[src/rtl/component_pipe.sv]
// component_pipe: elastic, bubble-collapsing valid/ready register pipeline.
// STAGES stages, each with one WIDTH-bit data register and one valid bit.
// A stage loads whenever it is empty or the stage in front of it is loading.
// This lets any bubble be squeezed out by the first upstream stall.
// Optional feature: define COMPONENT_PIPE_STATS_EN to add the 16-bit
// saturating stall_count output. It counts cycles where out_valid && !out_ready.
module component_pipe #(
  parameter int WIDTH  = 8,
  parameter int STAGES = 4
) (
  input  logic                          clk,
  input  logic                          rst,
  input  logic                          flush,
  input  logic                          in_valid,
  output logic                          in_ready,
  input  logic [WIDTH-1:0]              data_in,
  output logic                          out_valid,
  input  logic                          out_ready,
  output logic [WIDTH-1:0]              data_out,
  output logic [STAGES-1:0]             stage_valid,
  output logic [WIDTH-1:0]              data_all_out [0:STAGES],
  output logic [$clog2(STAGES+1)-1:0]   occupancy
`ifdef COMPONENT_PIPE_STATS_EN
  ,
  output logic [15:0]                   stall_count
`endif
);

  localparam int OCC_W = $clog2(STAGES+1);

  logic [STAGES-1:0] v_reg;
  logic [STAGES-1:0] v_next;
  logic [STAGES-1:0] load;
  logic [STAGES-1:0] src_v;
  logic [WIDTH-1:0]  d_reg [0:STAGES-1];
  logic [OCC_W-1:0]  occ_reg;
  logic [OCC_W-1:0]  occ_next;

  // Data taps: tap 0 is the upstream input, tap k+1 is the stage k register.
  // Tap k is also the data source that stage k captures from.
  assign data_all_out[0] = data_in;
  generate
    for (genvar gi = 0; gi < STAGES; gi++) begin : g_tap
      assign data_all_out[gi+1] = d_reg[gi];
    end
  endgenerate

  // Load chain, evaluated from the output end back to the input.
  // A stage can take new content if it is empty or its successor is moving.
  always_comb begin
    load = '0;
    load[STAGES-1] = !v_reg[STAGES-1] || out_ready;
    for (int k = STAGES - 2; k >= 0; k--) begin
      load[k] = !v_reg[k] || load[k+1];
    end
  end

  // Valid source for each stage: the input for stage 0, the previous stage otherwise.
  always_comb begin
    src_v    = v_reg << 1;
    src_v[0] = in_valid;
  end

  // Next valid vector and its population count.
  // The count is registered alongside the valid bits, so occupancy always matches stage_valid.
  always_comb begin
    v_next = v_reg;
    for (int k = 0; k < STAGES; k++) begin
      if (load[k]) begin
        v_next[k] = src_v[k];
      end
    end
    if (flush) begin
      v_next = '0;
    end
    occ_next = '0;
    for (int k = 0; k < STAGES; k++) begin
      occ_next = occ_next + OCC_W'(v_next[k]);
    end
  end

  // Valid bits and occupancy; flush only clears valids, rst clears everything.
  always_ff @(posedge clk) begin
    if (rst) begin
      v_reg   <= '0;
      occ_reg <= '0;
    end else begin
      v_reg   <= v_next;
      occ_reg <= occ_next;
    end
  end

  // Stage data: capture only a valid item on load, otherwise hold.
  // Flush leaves data untouched.
  always_ff @(posedge clk) begin
    if (rst) begin
      for (int k = 0; k < STAGES; k++) begin
        d_reg[k] <= '0;
      end
    end else begin
      for (int k = 0; k < STAGES; k++) begin
        if (load[k] && src_v[k]) begin
          d_reg[k] <= data_all_out[k];
        end
      end
    end
  end

  assign in_ready    = load[0] && !flush;
  assign out_valid   = v_reg[STAGES-1];
  assign data_out    = d_reg[STAGES-1];
  assign stage_valid = v_reg;
  assign occupancy   = occ_reg;

`ifdef COMPONENT_PIPE_STATS_EN
  logic [15:0] stall_reg;

  // Saturating count of cycles the output is held back by the consumer.
  // Flush does not affect it.
  always_ff @(posedge clk) begin
    if (rst) begin
      stall_reg <= '0;
    end else if (out_valid && !out_ready && (stall_reg != 16'hFFFF)) begin
      stall_reg <= stall_reg + 16'd1;
    end
  end

  assign stall_count = stall_reg;
`endif

endmodule

[config.mk]
export PLATFORM = sky130hd
export DESIGN_NAME = component_pipe
export DESIGN_NICKNAME = d
export VERILOG_FILES = /design/src/rtl/component_pipe.sv
export SDC_FILE = /design/constraint.sdc
export NUM_CORES = 1
export LEC_CHECK = 0
export BUFFER_PORTS_ARGS = -buffer_cell sky130_fd_sc_hd__buf_2
export CORE_MARGIN = 1.5
export CORE_UTILIZATION = 49
export CTS_CLUSTER_SIZE = 12
export DETAILED_ROUTE_END_ITERATION = 8
export HOLD_SLACK_MARGIN = 0.12
export PLACE_DENSITY = 0.79
export SLEW_MARGIN = 40
export SYNTH_ARGS = -nofsm -noshare
export SYNTH_HDL_FRONTEND = slang
export SYNTH_SLANG_ARGS = --single-unit
[constraint.sdc]
create_clock -name clk -period 2.64 [get_ports clk]
set_clock_uncertainty 0.2 [all_clocks]
set_input_delay 0.132 -clock clk [delete_from_list [all_inputs] [get_ports clk]]
set_output_delay 0.132 -clock clk [all_outputs]
set_load 0.05 [all_outputs]
==> summary.md, run 1 <==
| Metric | Value |
|---|---|
| Status | `finished clean` |
| Post-synth top area share | `50.2%` |
| Synth Register Bits | `39` |
| Total setup buffers inserted after CTS | `0` |
| Gr usage total | `18.4%` |
| R2r setup slk | `250 ps` |
| Most Used Layer, Global Route | `met2` |
| Routed via count | `1310` |
| Most common cell in the netlist | `edfxtp_1` |
| Crit start category | `input pin` |
| GR Overflow Total | `0` |
| Fin crit share | `92.6%` |
| Cts repair resizes | `0` |
| FMAX | `409 MHz` |
| Ys async rst share | `0%` |
| Max-slew violation count | `0` |
| Most frequent cells after synthesis | `edfxtp_1, buf_4, a21oi_1` |
| Die area | `4290 um2` |
| Max reg flops | `32` |
| Slowest-stage cell, CP | `fa_1` |
| Post-DRT Antenna Nets | `0` |
| Post-synthesis cell area | `1910 um2` |
| DR pass1 iterations | `5` |
| DIE HEIGHT | `65.5 um` |
| Root Driver | `clkbuf_8` |
| Worst reg2reg endpoint | `occupancy[1]` |
| Hold crit path type | `in -> reg` |
| Clk slew on worst S/H paths | `70 ps` |
| CTS H-tree depth | `2` |
| Multi-input logic area | `608 um2` |
| MaxCap Viol Count | `0` |
| Worst Path Arrival | `2420 ps` |
| RD Place Congestion | `0.798` |
| Cts hold-fix bufs | `13` |
| Clock Latency Late Sink | `290 ps` |
| Critical Path Most Common Cell | `ha_1` |
| Least-Margin Pin Slew | `666 ps` |
| Final core utilization | `64.4%` |
| Post-synth EDFFs | `32` |
| Endpoints failing hold | `0` |
| R2r startpoint | `stage_valid[3]` |
| DP HPWL | `2580 um` |
| Hold Path Cell Cnt | `3` |
| Avg Inst Size Synth | `13.6 um2` |
| Synth area leader | `edfxtp_1` |
| Max stage delay on crit path | `540 ps` |
| PD cells | `605 nW/um2` |
| PortBufs | `69` |
| Clk sinks | `39` |
| Critical path peak fanout | `10` |
| Total core area | `3720 um2` |
| Minimum clock period | `2440 ps` |
| Reg area | `1100 um2` |
| Final setup violation count | `0` |
| Unrepaired setup endpoints after global routing | `false` |
| Worst Hold End | `stage_valid[3]` |
| Required time of the critical path | `2610 ps` |
| DRC Markers | `0` |
| Highest ir drop seen on vdd | `0.357 mV` |
| Grt met3 use | `6.85%` |
| WL/cell | `14.1 um` |
| CTS tree | `done` |
| Sequential area share after synthesis | `57.5%` |
| Post-route setup TNS | `0 ps` |
| Leak | `1.03 nW` |
| Largest net degree at the start of global routing | `29` |
| Critical path endpoint category | `register` |
| Vias/cell | `5.18` |
| Hold slack | `132 ps` |
| Synth top area cells | `edfxtp_1, dfxtp_1, buf_4` |
| Grt met2 use | `34.1%` |
| Layout Nets | `221` |
| Layout cells sized above 1 | `49.3%` |
| WS Path Type | `in -> reg` |
| Slew HR | `55.5%` |
| Num CTS Buffers | `5` |
| Clock buffer depth | `2` |
| Origin of the worst setup path | `flush` |
| Hold Crit Start | `out_ready` |
| Number of global-route vias before repair | `1226` |
| Syn nets | `157` |
| Met1 Resource Use GR | `18.6%` |
| Fin cells | `253` |
| Area grow syn2layout | `25.0%` |
| Number of I/O pins | `70` |
| Netlist cell types | `30` |
| Mapped Cells | `141` |
| Placed insts | `233` |
| Fillers | `279` |
| Die width | `65.5 um` |
| # rows | `22` |
| Initial antenna violation count | `0` |
| Total routed wirelength | `3560 um` |
| Ant. Diodes | `0` |
| Reg2reg path depth | `7` |
| Warnings, synthesis | `0` |
| Drt initial violations | `33` |
| Primary FF master, synth | `edfxtp_1` |
| Starting density of the core | `51.5%` |
| First-pass GRT wire length | `5820 um` |
| CP cell instances | `dlygate4sd3_1, buf_2, o41a_1, fa_1, inv_1, ha_1, ha_1, nor2b_1` |
## cell families (layout without fill, tap and decap cells)
| logic type | Yosys count | count (layout) | share of synthesized area, % |
|---|---|---|---|
| AND/OR/NAND/NOR | 45 | 45 | 21.7 |
| flip-flops | 39 | 39 | 57.5 |
| buffers and inverters | 33 | 97 | 10.8 |
| AO/OA/AOI/OAI | 21 | 21 | 7.58 |
| adder cells (fa/ha/maj) | 3 | 3 | 2.35 |
## layer usage
metal / vias up / share of wire (%)
met5: - / 0
met2: 57 / 54
met4: 0 / 1.6
met1: 619 / 36
met3: 6 / 8.2
li1: 628 / -
## report_power, final
| group | internal (mW) | switching [mW] | total (mW) |
|---|---|---|---|
| registers | 0.696 | 0.0137 | 0.709 |
| logic | 0.0656 | 0.203 | 0.268 |
| clock network | 0.277 | 0.193 | 0.470 |
| total | 1.04 | 0.409 | 1.45 |
## placed cells by master (no fill, tap or decap), types with 2 or more instances in the layout
| master | synthesis | final |
|---|---|---|
| dfxtp_2 | 0 | 3 |
| nor4b_2 | 8 | 8 |
| edfxtp_1 | 32 | 32 |
| nor3b_2 | 8 | 8 |
| a21oi_1 | 10 | 10 |
| dlygate4sd3_1 | 0 | 13 |
| nand3b_1 | 9 | 9 |
| clkbuf_8 | 0 | 5 |
| nor2b_2 | 1 | 2 |
| nand2b_1 | 3 | 3 |
| dfxtp_1 | 7 | 4 |
| ha_1 | 2 | 2 |
| o21bai_1 | 2 | 2 |
| buf_4 | 18 | 3 |
| inv_1 | 4 | 4 |
| nor2b_1 | 4 | 3 |
| a21o_1 | 3 | 3 |
| buf_2 | 7 | 69 |
| and3_1 | 8 | 8 |
## layout make-up
type / instances / share of cell area (%)
Sequential cell: 39 / 46.2
Clock buffer: 6 / 3.03
Inverter: 5 / 0.785
Timing Repair Buffer: 85 / 20.8
Tap cell: 48 / 2.51
Clock inverter: 1 / 1.26
Multi-Input combinational cell: 69 / 25.4
## critical path, delay by kind of cell
| kind | cells | cell delay (ps) |
|---|---|---|
| fa+ha+maj | 3 | 970 |
| buf+inv | 3 | 750 |
| compound gates | 1 | 440 |
| simple gates | 1 | 120 |
## worst max-delay path by stage
stage | depth (start not counted) | to
final | 8 | occupancy[1]
after global routing | 8 | occupancy[1]
after CTS | 8 | occupancy[1]
after detailed placement | 7 | occupancy[1]
after global placement | 7 | occupancy[1]
after floorplan | 8 | occupancy[1]
## per-stage QoR
stage	power, mW	instance area (um2)	worst slack, ps
after floorplan	0.933	1920	3.63
after global placement	0.972	2160	329
after detailed placement	0.978	2160	258
after CTS	1.46	2390	197
after global routing	1.50	2390	123
final	1.45	2390	196
(Power assumes the default switching activity.)
==> run 2: changes to the inputs <==
==> constraint.sdc (replaced) <==
create_clock -name clk -period 2.64 [get_ports clk]
set_clock_uncertainty 0.2 [all_clocks]
set_input_delay 0.264 -clock clk [delete_from_list [all_inputs] [get_ports clk]]
set_output_delay 0.264 -clock clk [all_outputs]
set_load 0.05 [all_outputs]
==> summary.md, run 2 (synthesis results as in run 1) <==
| Metric | Value |
|---|---|
| Root Driver | `clkbuf_8` |
| RD Place Congestion | `0.865` |
| Slowest-stage cell, CP | `fa_1` |
| Area grow syn2layout | `17.9%` |
| Reg area | `1100 um2` |
| Most common cell after layout, fill and taps aside | `buf_2` |
| Worst Setup EP | `occupancy[1]` |
| Critical Path Most Common Cell | `ha_1` |
| Post-route setup TNS | `0 ps` |
| Largest net degree at the start of global routing | `29` |
| CTS H-tree depth | `2` |
| Worst Path Arrival | `2460 ps` |
| WL/cell | `14.2 um` |
| Required time of the critical path | `2610 ps` |
| DRC Markers | `0` |
| R2r setup slk | `220 ps` |
| Critical path depth | `8` |
| WS Path Type | `in -> reg` |
| Final setup violation count | `0` |
| Die area | `4290 um2` |
| Endpoints failing hold | `0` |
| # rows | `22` |
| R2r startpoint | `stage_valid[1]` |
| Routed via count | `1257` |
| Layout cells sized above 1 | `52.6%` |
| Worst reg2reg endpoint | `occupancy[1]` |
| Number of global-route vias before repair | `1144` |
| Crit start category | `input pin` |
| Max reg flops | `32` |
| Max-slew violation count | `0` |
| Layout Nets | `210` |
| Vias/cell | `5.19` |
| Critical path peak fanout | `10` |
| Total routed wirelength | `3440 um` |
| Ant. Diodes | `0` |
| Num CTS Buffers | `5` |
| Gr usage total | `17.4%` |
| Clock buffer depth | `2` |
| Status | `finished clean` |
| First-pass GRT wire length | `5530 um` |
| Slew HR | `56.3%` |
| Hold slack | `144 ps` |
| PD cells | `591 nW/um2` |
| Clk slew on worst S/H paths | `70 ps` |
| Least-Margin Pin Slew | `654 ps` |
| MaxCap Viol Count | `0` |
| Starting density of the core | `51.5%` |
| Drt initial violations | `58` |
| Clk sinks | `39` |
| DP HPWL | `2540 um` |
| GR Overflow Total | `0` |
| Max stage delay on crit path | `540 ps` |
| FMAX | `402 MHz` |
| Minimum clock period | `2490 ps` |
| Most frequent cells in the layout | `buf_2, edfxtp_1, a21oi_1` |
| Clock Latency Late Sink | `290 ps` |
| Multi-input logic area | `608 um2` |
| Fin crit share | `94.3%` |
| Critical path endpoint category | `register` |
| Initial antenna violation count | `0` |
| Highest ir drop seen on vdd | `0.364 mV` |
| Total setup buffers inserted after CTS | `0` |
| Unrepaired setup endpoints after global routing | `false` |
| Fillers | `316` |
| Reg2reg path depth | `7` |
| CP cell instances | `dlygate4sd3_1, clkbuf_4, o41a_1, fa_1, inv_1, ha_1, ha_1, nor2b_1` |
| DIE HEIGHT | `65.5 um` |
| CTS tree | `done` |
| Origin of the worst setup path | `flush` |
| Number of I/O pins | `70` |
| Buf+Inv Stages, Crit Path | `3` |
| CP delay by family, top | `adder cells` |
| PortBufs | `69` |
| Die width | `65.5 um` |
| Hold crit path type | `in -> reg` |
| Total core area | `3720 um2` |
| Leak | `0.978 nW` |
| Post-DRT Antenna Nets | `0` |
| DR pass1 iterations | `4` |
==> run 2: final cells by class <==
class	instances	share of cell area [%]
Tap cell	48	2.66
Inverter	5	0.831
Timing Repair Buffer	74	17.2
Clock inverter	2	0.388
Clock buffer	5	3.05
Sequential cell	39	48.9
Multi-Input combinational cell	69	26.9
==> run 2: worst min path at each step <==
stage                               from        endpoint  cells past startpoint  slack [ps]
after floorplan                    flush  stage_valid[2]                      2         310
after global placement    stage_valid[1]  stage_valid[2]                      2         330
after detailed placement           flush  stage_valid[2]                      2         350
after CTS                     data_in[6]     d_reg[0][6]                      3         140
after global routing          data_in[3]     d_reg[0][3]                      3         140
final                         data_in[0]     d_reg[0][0]                      3         140
==> run 2: worst min-delay path, stage by stage <==
cell      delay (ps)
buf_2            100
nand3b_1          70
a21oi_1           40
==> run 2: per-stage QoR <==
| stage | utilization, % | cell area (um2) | std cells | setup slack (ps) | total power [mW] |
|---|---|---|---|---|---|
| final | 60.7 | 2260 | 242 | 151 | 1.33 |
| after detailed placement | 58.2 | 2160 | 234 | 228 | 0.977 |
| after global placement | 58.2 | 2160 | 234 | 267 | 0.972 |
| after global routing | 60.7 | 2260 | 242 | 71.0 | 1.38 |
| after floorplan | - | 1920 | 141 | 3.63 | 0.933 |
| after CTS | 60.6 | 2250 | 242 | 58.8 | 1.34 |
==> run 2: timing repair <==
action,in CTS,in global routing
hold endpoints to repair,2,0
resized for setup,0,1
setup endpoints to repair,0,1
hold buffers,1,0
==> run 2: power breakdown <==
part | total, mW | internal (mW) | switching [mW]
combinational | 0.254 | 0.0551 | 0.199
sequential | 0.711 | 0.696 | 0.0148
clock | 0.369 | 0.176 | 0.193
total | 1.33 | 0.927 | 0.407
==> run 2: metal layers <==
metal | global-route usage (%) | vias to the layer above | part of all wire (%)
met2 | 31.0 | 53 | 54
met4 | 6.25 | 0 | 0.78
met5 | 0 | - | 0
met1 | 19.3 | 597 | 38
li1 | - | 604 | -
met3 | 5.65 | 3 | 6.9
